`src/rtl/adder_share_arbiter_if.sv`:
```
// Bundles the requester handshake, the shared-adder operand/result path and the
// result/status signals of adder_share_arbiter.
interface adder_share_arbiter_if #(
    parameter int NUM_REQ = 4,
    parameter int WIDTH   = 4,
    parameter int IDW     = 2,
    parameter int CNTW    = 8
);
    logic [NUM_REQ-1:0]       req;
    logic [NUM_REQ*WIDTH-1:0] a_in;
    logic [NUM_REQ*WIDTH-1:0] b_in;
    logic [NUM_REQ-1:0]       gnt;
    logic [WIDTH-1:0]         add_a;
    logic [WIDTH-1:0]         add_b;
    logic [WIDTH-1:0]         add_y;
    logic                     res_valid;
    logic [IDW-1:0]           res_id;
    logic [WIDTH-1:0]         res_data;
    logic                     busy;
    logic [CNTW-1:0]          op_count;

    // Requesters plus the external adder: drive requests/sum, observe the rest.
    modport master (
        output req, a_in, b_in, add_y,
        input  gnt, add_a, add_b, res_valid, res_id, res_data, busy, op_count
    );

    // The arbiter itself.
    modport slave (
        input  req, a_in, b_in, add_y,
        output gnt, add_a, add_b, res_valid, res_id, res_data, busy, op_count
    );
endinterface

```
`src/rtl/adder_share_arbiter.sv`:
```
// Round-robin time-sharing of one external combinational adder among NUM_REQ
// requesters: accept (IDLE) -> drive adder (EXEC) -> present result (RESP).
module adder_share_arbiter #(
    parameter int NUM_REQ = 4,
    parameter int WIDTH   = 4,
    parameter int IDW     = 2,
    parameter int CNTW    = 8
) (
    input  logic                 clk,
    input  logic                 rst_n,
    adder_share_arbiter_if.slave bus
);

    typedef enum logic [1:0] {
        IDLE = 2'd0,
        EXEC = 2'd1,
        RESP = 2'd2
    } state_t;

    state_t             state_q, state_d;
    logic [IDW-1:0]     ptr_q, ptr_d;
    logic [WIDTH-1:0]   op_a_q, op_a_d;
    logic [WIDTH-1:0]   op_b_q, op_b_d;
    logic [IDW-1:0]     id_q, id_d;
    logic [NUM_REQ-1:0] gnt_q, gnt_d;
    logic               res_valid_q, res_valid_d;
    logic [IDW-1:0]     res_id_q, res_id_d;
    logic [WIDTH-1:0]   res_data_q, res_data_d;
    logic [CNTW-1:0]    op_count_q, op_count_d;

    logic               found;
    logic [IDW-1:0]     win;

    // Next index after k, wrapping at NUM_REQ (not at 2^IDW).
    function automatic logic [IDW-1:0] next_idx(input logic [IDW-1:0] k);
        if (int'(k) == NUM_REQ - 1)
            next_idx = '0;
        else
            next_idx = k + IDW'(1);
    endfunction

    // Rotating priority scan starting at ptr_q: first requester found wins.
    always_comb begin
        found = 1'b0;
        win   = '0;
        for (int off = 0; off < NUM_REQ; off++) begin
            if (!found && bus.req[(int'(ptr_q) + off) % NUM_REQ]) begin
                found = 1'b1;
                win   = IDW'((int'(ptr_q) + off) % NUM_REQ);
            end
        end
    end

    always_comb begin
        state_d     = state_q;
        ptr_d       = ptr_q;
        op_a_d      = op_a_q;
        op_b_d      = op_b_q;
        id_d        = id_q;
        gnt_d       = '0;
        res_valid_d = 1'b0;
        res_id_d    = res_id_q;
        res_data_d  = res_data_q;
        op_count_d  = op_count_q;

        case (state_q)
            IDLE: begin
                if (found) begin
                    op_a_d  = bus.a_in[int'(win)*WIDTH +: WIDTH];
                    op_b_d  = bus.b_in[int'(win)*WIDTH +: WIDTH];
                    id_d    = win;
                    gnt_d   = NUM_REQ'(1) << win;
                    ptr_d   = next_idx(win);
                    state_d = EXEC;
                end
            end
            EXEC: begin
                res_data_d  = bus.add_y;
                res_id_d    = id_q;
                res_valid_d = 1'b1;
                state_d     = RESP;
            end
            RESP: begin
                op_count_d = op_count_q + CNTW'(1);
                state_d    = IDLE;
            end
            default: begin
                state_d = IDLE;
            end
        endcase
    end

    // All state, including the datapath registers, clears on reset so an
    // aborted operation leaves no trace.
    always_ff @(posedge clk) begin
        if (!rst_n) begin
            state_q     <= IDLE;
            ptr_q       <= '0;
            op_a_q      <= '0;
            op_b_q      <= '0;
            id_q        <= '0;
            gnt_q       <= '0;
            res_valid_q <= 1'b0;
            res_id_q    <= '0;
            res_data_q  <= '0;
            op_count_q  <= '0;
        end else begin
            state_q     <= state_d;
            ptr_q       <= ptr_d;
            op_a_q      <= op_a_d;
            op_b_q      <= op_b_d;
            id_q        <= id_d;
            gnt_q       <= gnt_d;
            res_valid_q <= res_valid_d;
            res_id_q    <= res_id_d;
            res_data_q  <= res_data_d;
            op_count_q  <= op_count_d;
        end
    end

    // Adder operands come straight from registers, so they are glitch-free.
    assign bus.gnt       = gnt_q;
    assign bus.add_a     = op_a_q;
    assign bus.add_b     = op_b_q;
    assign bus.res_valid = res_valid_q;
    assign bus.res_id    = res_id_q;
    assign bus.res_data  = res_data_q;
    assign bus.busy      = (state_q != IDLE);
    assign bus.op_count  = op_count_q;

endmodule

```
`src/flat_wrapper.sv`:
```
// flat-port wrapper written by rule: the top's interface ports become plain ports
module adder_share_arbiter_flat 
#(
    parameter int NUM_REQ = 4,
    parameter int WIDTH   = 4,
    parameter int IDW     = 2,
    parameter int CNTW    = 8
)
  (clk, rst_n, bus_req, bus_a_in, bus_b_in, bus_add_y, bus_gnt, bus_add_a, bus_add_b, bus_res_valid, bus_res_id, bus_res_data, bus_busy, bus_op_count);
  adder_share_arbiter_if #(.NUM_REQ(NUM_REQ), .WIDTH(WIDTH), .IDW(IDW), .CNTW(CNTW)) bus_i ();
  input  logic clk;
  input  logic rst_n;
  input wire logic [$bits(bus_i.req)-1:0] bus_req;
  input wire logic [$bits(bus_i.a_in)-1:0] bus_a_in;
  input wire logic [$bits(bus_i.b_in)-1:0] bus_b_in;
  input wire logic [$bits(bus_i.add_y)-1:0] bus_add_y;
  output wire logic [$bits(bus_i.gnt)-1:0] bus_gnt;
  output wire logic [$bits(bus_i.add_a)-1:0] bus_add_a;
  output wire logic [$bits(bus_i.add_b)-1:0] bus_add_b;
  output wire logic [$bits(bus_i.res_valid)-1:0] bus_res_valid;
  output wire logic [$bits(bus_i.res_id)-1:0] bus_res_id;
  output wire logic [$bits(bus_i.res_data)-1:0] bus_res_data;
  output wire logic [$bits(bus_i.busy)-1:0] bus_busy;
  output wire logic [$bits(bus_i.op_count)-1:0] bus_op_count;
  assign bus_i.req = bus_req;
  assign bus_i.a_in = bus_a_in;
  assign bus_i.b_in = bus_b_in;
  assign bus_i.add_y = bus_add_y;
  assign bus_gnt = bus_i.gnt;
  assign bus_add_a = bus_i.add_a;
  assign bus_add_b = bus_i.add_b;
  assign bus_res_valid = bus_i.res_valid;
  assign bus_res_id = bus_i.res_id;
  assign bus_res_data = bus_i.res_data;
  assign bus_busy = bus_i.busy;
  assign bus_op_count = bus_i.op_count;
  adder_share_arbiter #(.NUM_REQ(NUM_REQ), .WIDTH(WIDTH), .IDW(IDW), .CNTW(CNTW)) u_core (.clk(clk), .rst_n(rst_n), .bus(bus_i));
endmodule
```
`config.mk`:
```
export PLATFORM = sky130hd
export DESIGN_NAME = adder_share_arbiter_flat
export DESIGN_NICKNAME = d
export VERILOG_FILES = /design/src/rtl/adder_share_arbiter_if.sv /design/src/rtl/adder_share_arbiter.sv /design/src/flat_wrapper.sv
export SDC_FILE = /design/constraint.sdc
export NUM_CORES = 1
export LEC_CHECK = 0
export ABC_AREA = 1
export CORE_ASPECT_RATIO = 1.5
export CORE_UTILIZATION = 35
export CTS_CLUSTER_DIAMETER = 60
export DETAILED_ROUTE_END_ITERATION = 7
export PLACE_DENSITY = 0.78
export REMOVE_ABC_BUFFERS = 1
export SETUP_SLACK_MARGIN = 0.5
export SLEW_MARGIN = 20
export SYNTH_ARGS = -nofsm -noshare
export SYNTH_HDL_FRONTEND = slang
export SYNTH_SLANG_ARGS = --single-unit
export TNS_END_PERCENT = 50
```
`constraint.sdc`:
```
create_clock -name clk -period 1.7 [get_ports clk]
set_input_delay 0.34 -clock clk [delete_from_list [all_inputs] [get_ports clk]]
set_output_delay 0.34 -clock clk [all_outputs]
set_load 0.02 [all_outputs]
```
; ---- After elaboration in Yosys (flattened, before gate mapping)
; Index checks and enable logic that the tools add are counted.
[totals]
output_inout_bits = 28
register_bits = 33
in_bits = 42
wordCells = 65
[op_classes]
n_mux = 23
n_eq_ne = 4
shifts = 3
n_lt_le_gt_ge = 4
reduce_logical = 13
addsub = 5
n_bitwise = 3
[op_table]
columns = operator, count
row1 = $shiftx A16 B5 Y4, 2
row2 = $lt A3 B4 Y1 const B, 3
row3 = $mux W1, 12
row4 = $mux W2, 6
row5 = $add A8 B1 Y8 const B, 1
row6 = $bmux W1 S2, 4
row7 = $reduce_or A2 Y1, 3
row8 = $add A2 B1 Y2 const B, 2
row9 = $add A2 B2 Y2 const B, 2
row10 = $eq A2 B1 Y1 const B, 2
row11 = $pmux W2 S2, 1
row12 = $shl A1 B2 Y4 const A, 1
row13 = $and A1 B1 Y1 const A, 3
row14 = $logic_and A1 B1 Y1, 3
row15 = $logic_not A1 Y1, 3
row16 = $lt A2 B3 Y1 const B, 1
row17 = $reduce_and A3 Y1, 1
row18 = $eq A2 B2 Y1 const B, 1
row19 = $logic_not A2 Y1, 1
row20 = $ne A2 B1 Y1 const B, 1
row21 = $reduce_and A2 Y1, 1
row22 = $reduce_bool A2 Y1, 1

; ---- Logic depth before layout (Yosys ltp)
[depth]
ltp_word = 16
mapped_depth = 17
mapped_depth_nobuf = 15

; ---- Worst setup path after synthesis
; OpenSTA, ideal clock, no wires.
[synth_path]
path_kind = flip-flop to flip-flop
startpoint = reg u_core.ptr_q[0]
endpoint = reg u_core.op_a_q[3], in the netlist u_core.bus.add_a[3]
path_buffers = 2
period_less_slack_ps = 1576
path_slack_ps = 124
required_time_ps = 1591
arrival_ps = 1467
path_stages_with_launch = 14
setup_time_ps = 109
path_cell_list = dfxtp_1 buf_4 nand2_1 nand3_2 nand2_2 nor2_4 nand3_1 nand3_4 inv_2 buf_6 nand3_1 nand3_1 nand2_1 inv_1
[synth_between]
elab_chain_cells = 13
elab_cells_between_ends = 30
classes_between = add/sub (3) / shift (1) / mux (19) / reduce/logical (7)
[synth_rtl]
columns = item, line
row1 = "start, declared", adder_share_arbiter.sv:21  ; logic [IDW-1:0] ptr_q, ptr_d;
row2 = "start signal, assigned", adder_share_arbiter.sv:109  ; ptr_q <= ptr_d;
row3 = $add A2 B1 Y2 / $bmux W1 S2 (equally long branches), "adder_share_arbiter.sv:47, adder_share_arbiter.sv:49"
row4 = $bmux W1 S2 / $mux W1 (equally long branches), adder_share_arbiter.sv:47  ; if (!found && bus.req[(int'(ptr_q) + off) % NUM_REQ]) begin
row5 = $mux W1 (not written as such), adder_share_arbiter.sv:47
row6 = $mux W1 (not written as such) / $logic_not A1 Y1 (equally long branches), adder_share_arbiter.sv:47
row7 = $logic_and A1 B1 Y1, adder_share_arbiter.sv:47
row8 = $mux W1, adder_share_arbiter.sv:47
row9 = $logic_not A1 Y1, adder_share_arbiter.sv:47
row10 = $logic_and A1 B1 Y1, adder_share_arbiter.sv:47
row11 = $mux W1, adder_share_arbiter.sv:47
row12 = $logic_not A1 Y1, adder_share_arbiter.sv:47
row13 = $logic_and A1 B1 Y1, adder_share_arbiter.sv:47
row14 = $mux W2 / $mux W1 (equally long branches), adder_share_arbiter.sv:47
row15 = $shiftx A16 B5 Y4 / $reduce_and A2 Y1 (equally long branches), -
row16 = "end signal, assigned", adder_share_arbiter.sv:110  ; op_a_q <= op_a_d;
row17 = "end, declared", adder_share_arbiter.sv:22  ; logic [WIDTH-1:0] op_a_q, op_a_d;
; Several ways; a longest one is shown, not always the timed one. The select of a mux whose other input is x is not followed.
; A chain may end at the register's enable or synchronous reset.

; ---- Worst setup path after layout
[layout_path]
startpoint = reg u_core.ptr_q[0]
endpoint = reg u_core.op_b_q[0], in the netlist u_core.bus.add_b[0]
[layout_between]
elab_chain_cells = 13
elab_cells_between_ends = 30
classes_between = add/sub (3) / shift (1) / mux (19) / reduce/logical (7)
[layout_rtl]
columns = item, line
row1 = $add A2 B1 Y2 / $bmux W1 S2 (equally long branches), "adder_share_arbiter.sv:47, adder_share_arbiter.sv:49"
row2 = $bmux W1 S2 / $mux W1 (equally long branches), adder_share_arbiter.sv:47
row3 = $mux W1 (not written as such), adder_share_arbiter.sv:47
row4 = $mux W1 (not written as such) / $logic_not A1 Y1 (equally long branches), adder_share_arbiter.sv:47
row5 = $logic_and A1 B1 Y1, adder_share_arbiter.sv:47
row6 = $mux W1, adder_share_arbiter.sv:47
row7 = $logic_not A1 Y1, adder_share_arbiter.sv:47
row8 = $logic_and A1 B1 Y1, adder_share_arbiter.sv:47
row9 = $mux W1, adder_share_arbiter.sv:47
row10 = $logic_not A1 Y1, adder_share_arbiter.sv:47
row11 = $logic_and A1 B1 Y1, adder_share_arbiter.sv:47
row12 = $mux W2 / $mux W1 (equally long branches), adder_share_arbiter.sv:47
row13 = $shiftx A16 B5 Y4 / $reduce_and A2 Y1 (equally long branches), -
row14 = "end signal, assigned", adder_share_arbiter.sv:111  ; op_b_q <= op_b_d;
row15 = "end, declared", adder_share_arbiter.sv:23  ; logic [WIDTH-1:0] op_b_q, op_b_d;
; Several ways; a longest one is shown, not always the timed one. The select of a mux whose other input is x is not followed.

==> flow_summary.yaml <==
sta:
  grt_setup_unrepaired: "true"
  relSlewSlack_pct: 68.4
  final.setup_skew_ps: 6.62
  report.final.setup_viol: 8
  least_margin_pin_slew_ps: 474
  fin_hold_ws_ps: 444
  layout_setup_ws_ps: -58.1
  post-route-period-util_pct: 103
  maxClockFrequency_mhz: 569
  sum_neg_setup_slack_ps: -275
  timing_max_transition_violations_final: 0
  report.final.hold_viol_count: 0
  finalCriticalPeriod_ps: 1760
route:
  vias: 2182
  detail_route.wl_per_cell_um: 13.4
  detailed_route_wire_length_um: 6060
  postRouteAntennaNets: 0
  drt_iter0_markers: 79
  drcViolationCount: 0
  drt_pre_antenna_iters: 4
  drt-vias-per-instance: 4.83
place:
  place.port_buffers: 69
  placed_cell_area_sq_mm: 0.00272
  gp_routability_congestion: 0.866
  detailedPlacementHpwl_um: 3790
critical_path:
  timing.setup.critical_path_class: "reg -> reg"
  critical_path_top_delay_cell: "dfxtp_4"
  required_time_reported_for_the_critical_path_endpoint_ps: 1890
  worst-path-max-fanout: 9
  crit_path_max_incr_delay_ps: 380
  worst_path_most_repeated_cell: "nand3_4"
  worst_path_cell_chain: "inv_6 > nand2_2 > nand3_4 > nand2_4 > nor2_4 > nand3_4 > nand3_4 > inv_6 > nand3_1 > nand2_1 > nor2_1 > nor2_1"
  data_arrival_time_at_the_worst_slack_endpoint_ps: 1940
  endpoint_kind: "flop"
  crit_buf_inv: 2
  worstSetupStartpointType: "flop"
  worst_path_top_cell_family_by_delay: "simple AND/OR/NAND/NOR gates"
global_route:
  via_count_of_the_first_global_routing_pass: 2152
  wire_length_of_the_first_global_routing_pass_um: 8980
  grt_max_degree: 15
  globalRouteOverflowTotal: 0
  gr-usage-all-layers_pct: 21.1
  initial_antenna_violation_count: 0
logic_synthesis:
  synthFlopType: "dfxtp_1"
  synth_seq_area_share_pct: 35.4
  synthesis.area_sq_mm: 0.00186
  number_of_cells_produced_by_synthesis: 288
  synth.distinct_cells: 21
  post_synth.cell_area_avg_sq_um: 6.47
  seq_cells_post_synth: 33
  yosys_warnings: 0
  async_flop_share_pct: 0
  synth_edf_count: 0
power_and_ir_drop:
  finalPower_mw: 5.76
  power.switching_mw: 2.82
  cell_pwr_density_mw_per_mm2: 1770
  vdd_ir_drop_max_mv: 0.955
  power_frac_clock_pct: 10.3
  power_frac_seq_pct: 20.2
  p_int_mw: 2.94
  power.share.combinational_pct: 69.5
  switching_share_pct: 48.9
  leakage_nw: 1.57
cells_and_area:
  utilization_pct: 63.5
  antenna_cells_inserted: 0
  area.growth.synth_to_final_pct: 74.5
  fillerInstances: 483
  final_area_sq_mm: 0.00325
  layout-drive-gt1-share_pct: 44.5
  finalNetCount: 427
clock_network:
  clock_latency_ps: 290
  htree_levels: 2
  tritoncts: "yes"
  ctsHoldBuffers: 0
  ctsRootBufferMaster: "clkbuf_8"
  cts_inserted_buffers: 5
  clock_buffer_depth: 2
  clock_sinks: 33
  clk_transition_reported_paths_ps: 70
job:
  max_cap_violations: 0
die:
  chipWidth_um: 61.6
  fp.coreArea_sq_mm: 0.00512
  die_y_um: 91.4
  area_enclosed_by_the_die_boundary_sq_mm: 0.00563
  pin_count: 70
  start_util_pct: 36.4
  rows: 32
status:
  violations: "setup timing"
  outcome: "complete, but fails checks"
hold_path:
  hold_class: "reg -> reg"
==> power by group through the flow <==
| stage | Clock, mW | Sequential, mW | Combinational, mW |
|---|---|---|---|
| global placement | 0 | 1.13 | 2.90 |
| floorplan | 0 | 1.31 | 1.59 |
| global route | 0.644 | 1.18 | 4.32 |
| finish | 0.593 | 1.16 | 4.00 |
| CTS | 0.604 | 1.14 | 3.46 |
| detailed placement | 0 | 1.13 | 2.96 |
==> worst reg2reg max path, cell delays in order (launching register included) <==
cell and delay [ps]:
dfxtp_4 380, inv_6 110, nand2_2 90, nand3_4 120, nand2_4 70, nor2_4 160
nand3_4 170, nand3_4 190, inv_6 70, nand3_1 70, nand2_1 60, nor2_1 110
nor2_1 50
==> per-layer routing <==
metal | GRT usage (%) | vias to the layer above | share of wire (%)
met3 | 3.42 | 14 | 3.0
li1 | - | 1099 | -
met4 | 14.3 | 0 | 2.9
met2 | 36.9 | 59 | 57
met1 | 21.6 | 1010 | 37
met5 | 0 | - | 0
==> cells in the final DEF (no fill, tap or decap), types with 2 or more instances in the layout <==
cell             count
nand3_2             15
dfxtp_1             23
dfxtp_2              7
a21oi_1              3
dlygate4sd2_1        6
nand2_8              2
o21ai_0              9
nand3_1             25
nand2_2             25
nand3_4              8
nor2_1              32
o21ai_1              6
nand2_4             14
o22ai_2              2
clkbuf_8             6
nor2_2               5
dfxtp_4              3
buf_2               20
buf_6                9
inv_1               27
clkdlybuf4s50_1     36
nor3_1               3
nor3_2               2
buf_4               21
inv_6                3
o21ai_2              4
buf_12               2
nor2_4               6
inv_2               11
nand2_1             40
==> synth_stat cells, drive strengths merged, types with 2 or more instances <==
cell type / instances / area (sq um)
nor2: 43 / 169
dfxtp: 33 / 661
nand3: 46 / 295
nor3: 5 / 25.0
a21oi: 4 / 20.0
o22ai: 2 / 12.5
clkbuf: 2 / 7.51
inv: 43 / 161
o21ai: 19 / 95.1
a31oi: 2 / 12.5
buf: 8 / 70.1
nand2: 80 / 323
==> through the flow <==
step / instances / worst slack (ps)
3_5_place_dp: 432 / -469
2_1_floorplan: 278 / -154
6_report: 452 / -58.1
3_3_place_gp: 432 / -428
4_1_cts: 447 / -5.19
5_1_grt: 452 / -163
==> flip-flops by register name, summed over array words and instances, names as in the netlist, 2 cells and up <==
name and count:
u_core.bus.add_a 4, u_core.state_q 2, u_core.bus.gnt 4, u_core.ptr_q 2
u_core.id_q 2, u_core.bus.res_data 4, u_core.bus.res_id 2, u_core.bus.op_count 8
u_core.bus.add_b 4
==> cells by family after synthesis <==
family	count (synthesis)	share of synthesized area [%]
compound gates	27	7.52
buf+inv	53	12.8
simple gates	174	43.6
flops	33	35.4
fa+ha+maj	1	0.671
==> worst paths after layout <==
check	endpoint	slack, ps	depth (start not counted)	from
max	u_core.bus.add_b[0]	-60	12	u_core.ptr_q[0]
max reg2reg	u_core.bus.add_b[0]	-60	12	u_core.ptr_q[0]
min	u_core.bus.op_count[7]	440	1	u_core.bus.op_count[7]
min reg2reg	u_core.bus.op_count[7]	440	1	u_core.bus.op_count[7]
==> area by class of cell <==
cell class,count,area (sq um),share of cell area [%]
Sequential cell,33,681,20.9
Clock buffer,7,86.3,2.65
Multi-Input combinational cell,205,1370,42.2
Timing Repair Buffer,96,842,25.9
Tap cell,68,85.1,2.62
Inverter,43,186,5.73
==> what timing repair did <==
action,4_1_cts,5_1_grt
pin swaps,37,36
setup buffers,4,4
gates resized for setup,190,72
cloned,4,1
endpoints found under the setup margin,49,36
Note: power is estimated with default switching activity, not from simulation.
==> RTL edit 1 (same settings) <==
`NUM_REQ` is set to 4 in 3 places; all go to 8.
--- a/src/rtl/adder_share_arbiter_if.sv
+++ b/src/rtl/adder_share_arbiter_if.sv
@@ -2,5 +2,5 @@
 // result/status signals of adder_share_arbiter.
 interface adder_share_arbiter_if #(
-    parameter int NUM_REQ = 4,
+    parameter int NUM_REQ = 8,
     parameter int WIDTH   = 4,
     parameter int IDW     = 2,
--- a/src/rtl/adder_share_arbiter.sv
+++ b/src/rtl/adder_share_arbiter.sv
@@ -2,5 +2,5 @@
 // requesters: accept (IDLE) -> drive adder (EXEC) -> present result (RESP).
 module adder_share_arbiter #(
-    parameter int NUM_REQ = 4,
+    parameter int NUM_REQ = 8,
     parameter int WIDTH   = 4,
     parameter int IDW     = 2,
--- a/src/flat_wrapper.sv
+++ b/src/flat_wrapper.sv
@@ -2,5 +2,5 @@
 module adder_share_arbiter_flat 
 #(
-    parameter int NUM_REQ = 4,
+    parameter int NUM_REQ = 8,
     parameter int WIDTH   = 4,
     parameter int IDW     = 2,
Interface: changed (resized bus_a_in, bus_b_in, bus_gnt and bus_req); port bits go from 70 to 110. No check against the original RTL was run, so the function may have changed too.
==> RTL edit 1 against the unedited design <==
The flow still finishes with violations (setup timing). Power increased by 30%. Setup slack worse by 720 ps. Area after synthesis rose by 23%. Critical path depth up 7. Final area increased by 17%. Count of clock-buffer cells in the layout did not move. Sequential share of layout area is 3.1 points lower. Routed wire length is 27% higher. Fmax down 29%. Sequential cell count did not move. Combinational power increased by 42%. Largest cell class unchanged. Largest power group unchanged. Highest routed layer unchanged.
==> RTL edit 1: results (changes against the unedited design) <==
stage	metric	value	unit	change
status	status	complete, but fails checks		unchanged
sta	hold_ws	449.9	ps	was 443.7 ps
setup_path	cpPeakStageDelay	360	ps	was 380 ps
power_and_ir_drop	p_sw	3.807	mW	was 2.815 mW
status	violations	setup timing		unchanged
yosys	syn_area	2287	um2	was 1864 um2
global_route	use_met2	39.22	%	was 36.92%
drt	drt_iter0_markers	82		was 79
drt	drt-met1-wl	2.731	mm	was 2.241 mm
placed_design	place_inst	504		was 432
placed_design	hpwl	4.577	mm	was 3.786 mm
yosys	ys_top_cells_by_area	dfxtp_1, nand2_1, nand3_1		unchanged
min_path	min_to	u_core.bus.add_a[1]		was u_core.bus.op_count[7]
placed_design	dp_slack	-862.2	ps	was -469.4 ps
yosys	syn_inst	345		was 288
min_path	hp-start	u_core.bus.add_a[1]		was u_core.bus.op_count[7]
drt	vias_per_cell	5.036		was 4.827
clock_network	cts_resized	175		was 190
power_and_ir_drop	peakVddDrop	1.189	mV	was 0.9547 mV
global_route	gr-usage-met1	21.86	%	was 21.56%
drt	wl_met2	4.245	mm	was 3.451 mm
global_route	first_global_vias	2576		was 2,152
yosys	synth_commonest_cells	nand2_1, nand3_1, inv_1		was nand2_1, nor2_1, inv_1, nand3_1, dfxtp_1
setup_path	critPathMaxFanout	5		was 9
min_path	hold_path_depth	2		was 1
placed_design	portBuffers	73		was 69
setup_path	worst-endpoint-arrival	2660	ps	was 1940 ps
clock_network	post-cts-setup-buffers	14		was 4
power_and_ir_drop	p_leak	1.898	nW	was 1.568 nW
sta	setup_viol	17		was 8
sta	setup_ws	-776.7	ps	was -58.09 ps
placed_design	place_area	3168	um2	was 2715 um2
cells_and_area	drive_gt1_share	43.17	%	was 44.53%
drt	wl_met3	374	um	was 184 um
global_route	grt_pass1_wl	11.13	mm	was 8.983 mm
RTL edit 1: cell count changes in the layout (fill, tap and decap cells not counted), sizes merged, moves of 4 or more:
cell / unedited run / this run
nand4: 0 / 5
inv: 43 / 47
nor2: 43 / 30
conb: 0 / 4
clkdlybuf4s50: 36 / 45
nand2: 81 / 132
buf: 52 / 68
dlygate4sd2: 6 / 0
RTL edit 1: kinds of logic after synthesis:
kind of cell,Yosys count,share of synthesized area (%)
fa+ha+maj,3,1.641
compound gates,27,7.824
buf+inv,60,13.40
flops,33,28.88
simple gates,221,48.09
other cells,1,0.1640
RTL edit 1: cell type report:
type | instances | area [um2]
fill | 501 | 2419
multi-input combinational | 259 | 1724
timing repair buffer | 113 | 988.4
sequential | 33 | 678.2
inverter | 48 | 200.2
tap | 74 | 92.59
clock buffer | 7 | 86.33
clock inverter | 1 | 30.03
RTL edit 1: worst min-delay path: stages (launching register included):
cell	delay, ps
dfxtp_1	310
nand2_1	60
nand2_1	40
RTL edit 1: how the worst max path moves through the flow:
stage | start | endpoint | slack (ps)
CTS | u_core.ptr_q[1] | u_core.bus.add_a[2] | -610
floorplan | u_core.ptr_q[0] | u_core.ptr_q[1] | -1020
finish | u_core.ptr_q[0] | u_core.bus.add_b[2] | -780
global route | u_core.ptr_q[0] | u_core.bus.add_b[2] | -900
global placement | bus_req[4] | u_core.bus.add_a[2] | -780
detailed placement | bus_req[3] | u_core.bus.add_a[2] | -860
RTL edit 1: power by group through the flow:
stage	Combinational, mW	Clock (mW)	Sequential [mW]
floorplan	2.39	0	1.21
global placement	3.73	0	1.05
detailed placement	3.80	0	1.05
CTS	4.78	0.765	1.04
global route	6.02	0.801	1.05
finish	5.67	0.768	1.04
==> RTL edit 2 (same flow settings) <==
Made on the original files. Reset style: asynchronous (`rst_n`), changed in one clocked block.
--- a/src/rtl/adder_share_arbiter.sv
+++ b/src/rtl/adder_share_arbiter.sv
@@ -93,5 +93,5 @@
     // All state, including the datapath registers, clears on reset so an
     // aborted operation leaves no trace.
-    always_ff @(posedge clk) begin
+    always_ff @(posedge clk or negedge rst_n) begin
         if (!rst_n) begin
             state_q     <= IDLE;
Formal check against the unedited RTL: differs if rst_n is asserted again (counterexample within 4 cycles, from zero or initial values and one cycle with rst_n low); with rst_n held inactive, the same outputs for 4 cycles.
==> RTL edit 2 against the unedited design <==
The run still ends with setup timing left. Final area decreased by 3.0%. Power increased by 22%. Sequential cell count unchanged. Critical path type unchanged. Critical path depth increased by 1. Area after synthesis increased by 4.0%. Routed wire length decreased by 16%. Clock power decreased by 3.9%. First-iteration DRC count decreased by 47%. Count of clock-buffer cells in the layout decreased by 2. Die area increased by 3.9%. Global-route usage decreased by 4.1 points. Setup slack got worse by 150 ps.
==> RTL edit 2: results (changes against the unedited design) <==
stage	metric	value	unit	change
status	status	complete, but fails checks		unchanged
status	violations	setup timing		unchanged
sta	setup_ws	-211.9	ps	was -58.09 ps
setup_path	slowest_stage	dfrtp_1		was dfxtp_4
setup_path	worst-endpoint-arrival	2070	ps	was 1940 ps
setup_path	r2r_start	u_core.ptr_q[0]		unchanged
cells_and_area	fillers	473		was 483
yosys	ys_top_cells_by_area	dfrtp_1, nand2_1, nand3_1		was dfxtp_1, nand2_1, nand3_1
global_route	grt_max_degree	34		was 15
setup_path	r2r_cells	13		was 12
sta	slew_headroom	52.83	%	was 68.37%
global_route	grt_usage	17.07	%	was 21.14%
yosys	synth_commonest_cells	nand2_1, inv_1, nand3_1		was nand2_1, nor2_1, inv_1, nand3_1, dfxtp_1
sta	setup_viol	17		was 8
power_and_ir_drop	p_leak	1.707	nW	was 1.568 nW
drt	wl	5.094	mm	was 6.056 mm
setup_path	cpPeakStageDelay	410	ps	was 380 ps
cells_and_area	drive_gt1_share	34.13	%	was 44.53%
sta	skew	1.891	ps	was 6.620 ps
yosys	synth_flop_cell	dfrtp_1		was dfxtp_1
setup_path	critPathMaxFanout	8		was 9
placed_design	dp_slack	-466.4	ps	was -469.4 ps
setup_path	cp-endpoint	u_core.ptr_q[0]		was u_core.bus.add_b[0]
setup_path	r2r-end	u_core.ptr_q[0]		was u_core.bus.add_b[0]
drt	drt_iter0_markers	42		was 79
placed_design	hpwl	3.274	mm	was 3.786 mm
cells_and_area	nNetsFinal	418		was 427
yosys	synthDistinctLibCells	27		was 21
placed_design	place_area	2770	um2	was 2715 um2
power_and_ir_drop	peakVddDrop	1.249	mV	was 0.9547 mV
placed_design	gp_congestion	0.8041		was 0.8659
global_route	first_global_vias	1838		was 2,152
==> RTL edit 2: changes by cell type in the layout (fill, tap and decap cells not counted), sizes merged, moves of 6 or more <==
cell,delta
dfrtp,+33
dfxtp,-33
nor2,-30
nand2,+27
o21ai,-13
buf,+6
nand3,-6
==> RTL edit 2: cell families after synthesis <==
family,after synthesis,synth area share [%]
xor gates and xnor gates,7,3.163
buffers and inverters,55,12.20
and+or+nand+nor,167,37.77
muxes,1,0.5810
AOI/OAI and AO/OA,8,2.388
DFF,33,42.61
adders and majority gates,2,1.291
==> RTL edit 2: worst min path at each step <==
stage / endpoint / cells past startpoint / from / slack, ps
after floorplan: u_core.bus.add_a[0] / 0 / rst_n / 40
after global placement: u_core.bus.op_count[0] / 1 / rst_n / 420
after detailed placement: u_core.bus.op_count[0] / 1 / rst_n / 430
after CTS: u_core.bus.op_count[0] / 1 / rst_n / 130
after global routing: u_core.bus.op_count[0] / 1 / rst_n / 170
final: u_core.bus.op_count[3] / 1 / rst_n / 100
==> RTL edit 2: what timing repair did <==
action / 4_1_cts / 5_1_grt
resized for setup: 152 / 50
setup endpoints to repair: 48 / 28
setup buffers: 8 / 6
pin swaps: 11 / 21
gates cloned: 2 / 2
hold endpoints to repair: 0 / 0
hold buffers: 0 / 0
==> RTL edit 2: metrics by stage <==
stage | instances | setup TNS [ps] | hold WS, ps
floorplan | 266 | -1779 | 44.41
global placement | 417 | -5929 | 423.6
detailed placement | 417 | -6925 | 432.9
CTS | 435 | -867.0 | 130.1
global route | 443 | -4456 | 166.8
finish | 443 | -2885 | 104.8
==> RTL edit 2: layout make-up <==
type	count	area [um2]	area share [%]
multi-input combinational	185	1062	33.66
timing repair buffer	99	884.6	28.03
sequential	33	829.5	26.29
inverter	48	193.9	6.146
tap	68	85.08	2.696
clock buffer	5	68.82	2.181
clock inverter	3	17.52	0.5551
timing repair inverter	2	13.76	0.4362
==> RTL edit 2: power breakdown <==
group / switching (mW) / internal [mW] / leakage (nW) / total [mW]
logic: 2.87 / 2.20 / 1.25 / 5.07
clock network: 0.288 / 0.282 / 0.0439 / 0.570
registers: 0.237 / 1.14 / 0.413 / 1.38
total: 3.40 / 3.62 / 1.71 / 7.02
==> RTL edit 2: metal layers <==
| layer | GRT usage [%] | share of wire (%) |
|---|---|---|
| met1 | 19.72 | 39 |
| met2 | 31.07 | 53 |
| met3 | 2.561 | 5.2 |
| met4 | 6.977 | 1.8 |
| met5 | 0 | 0 |
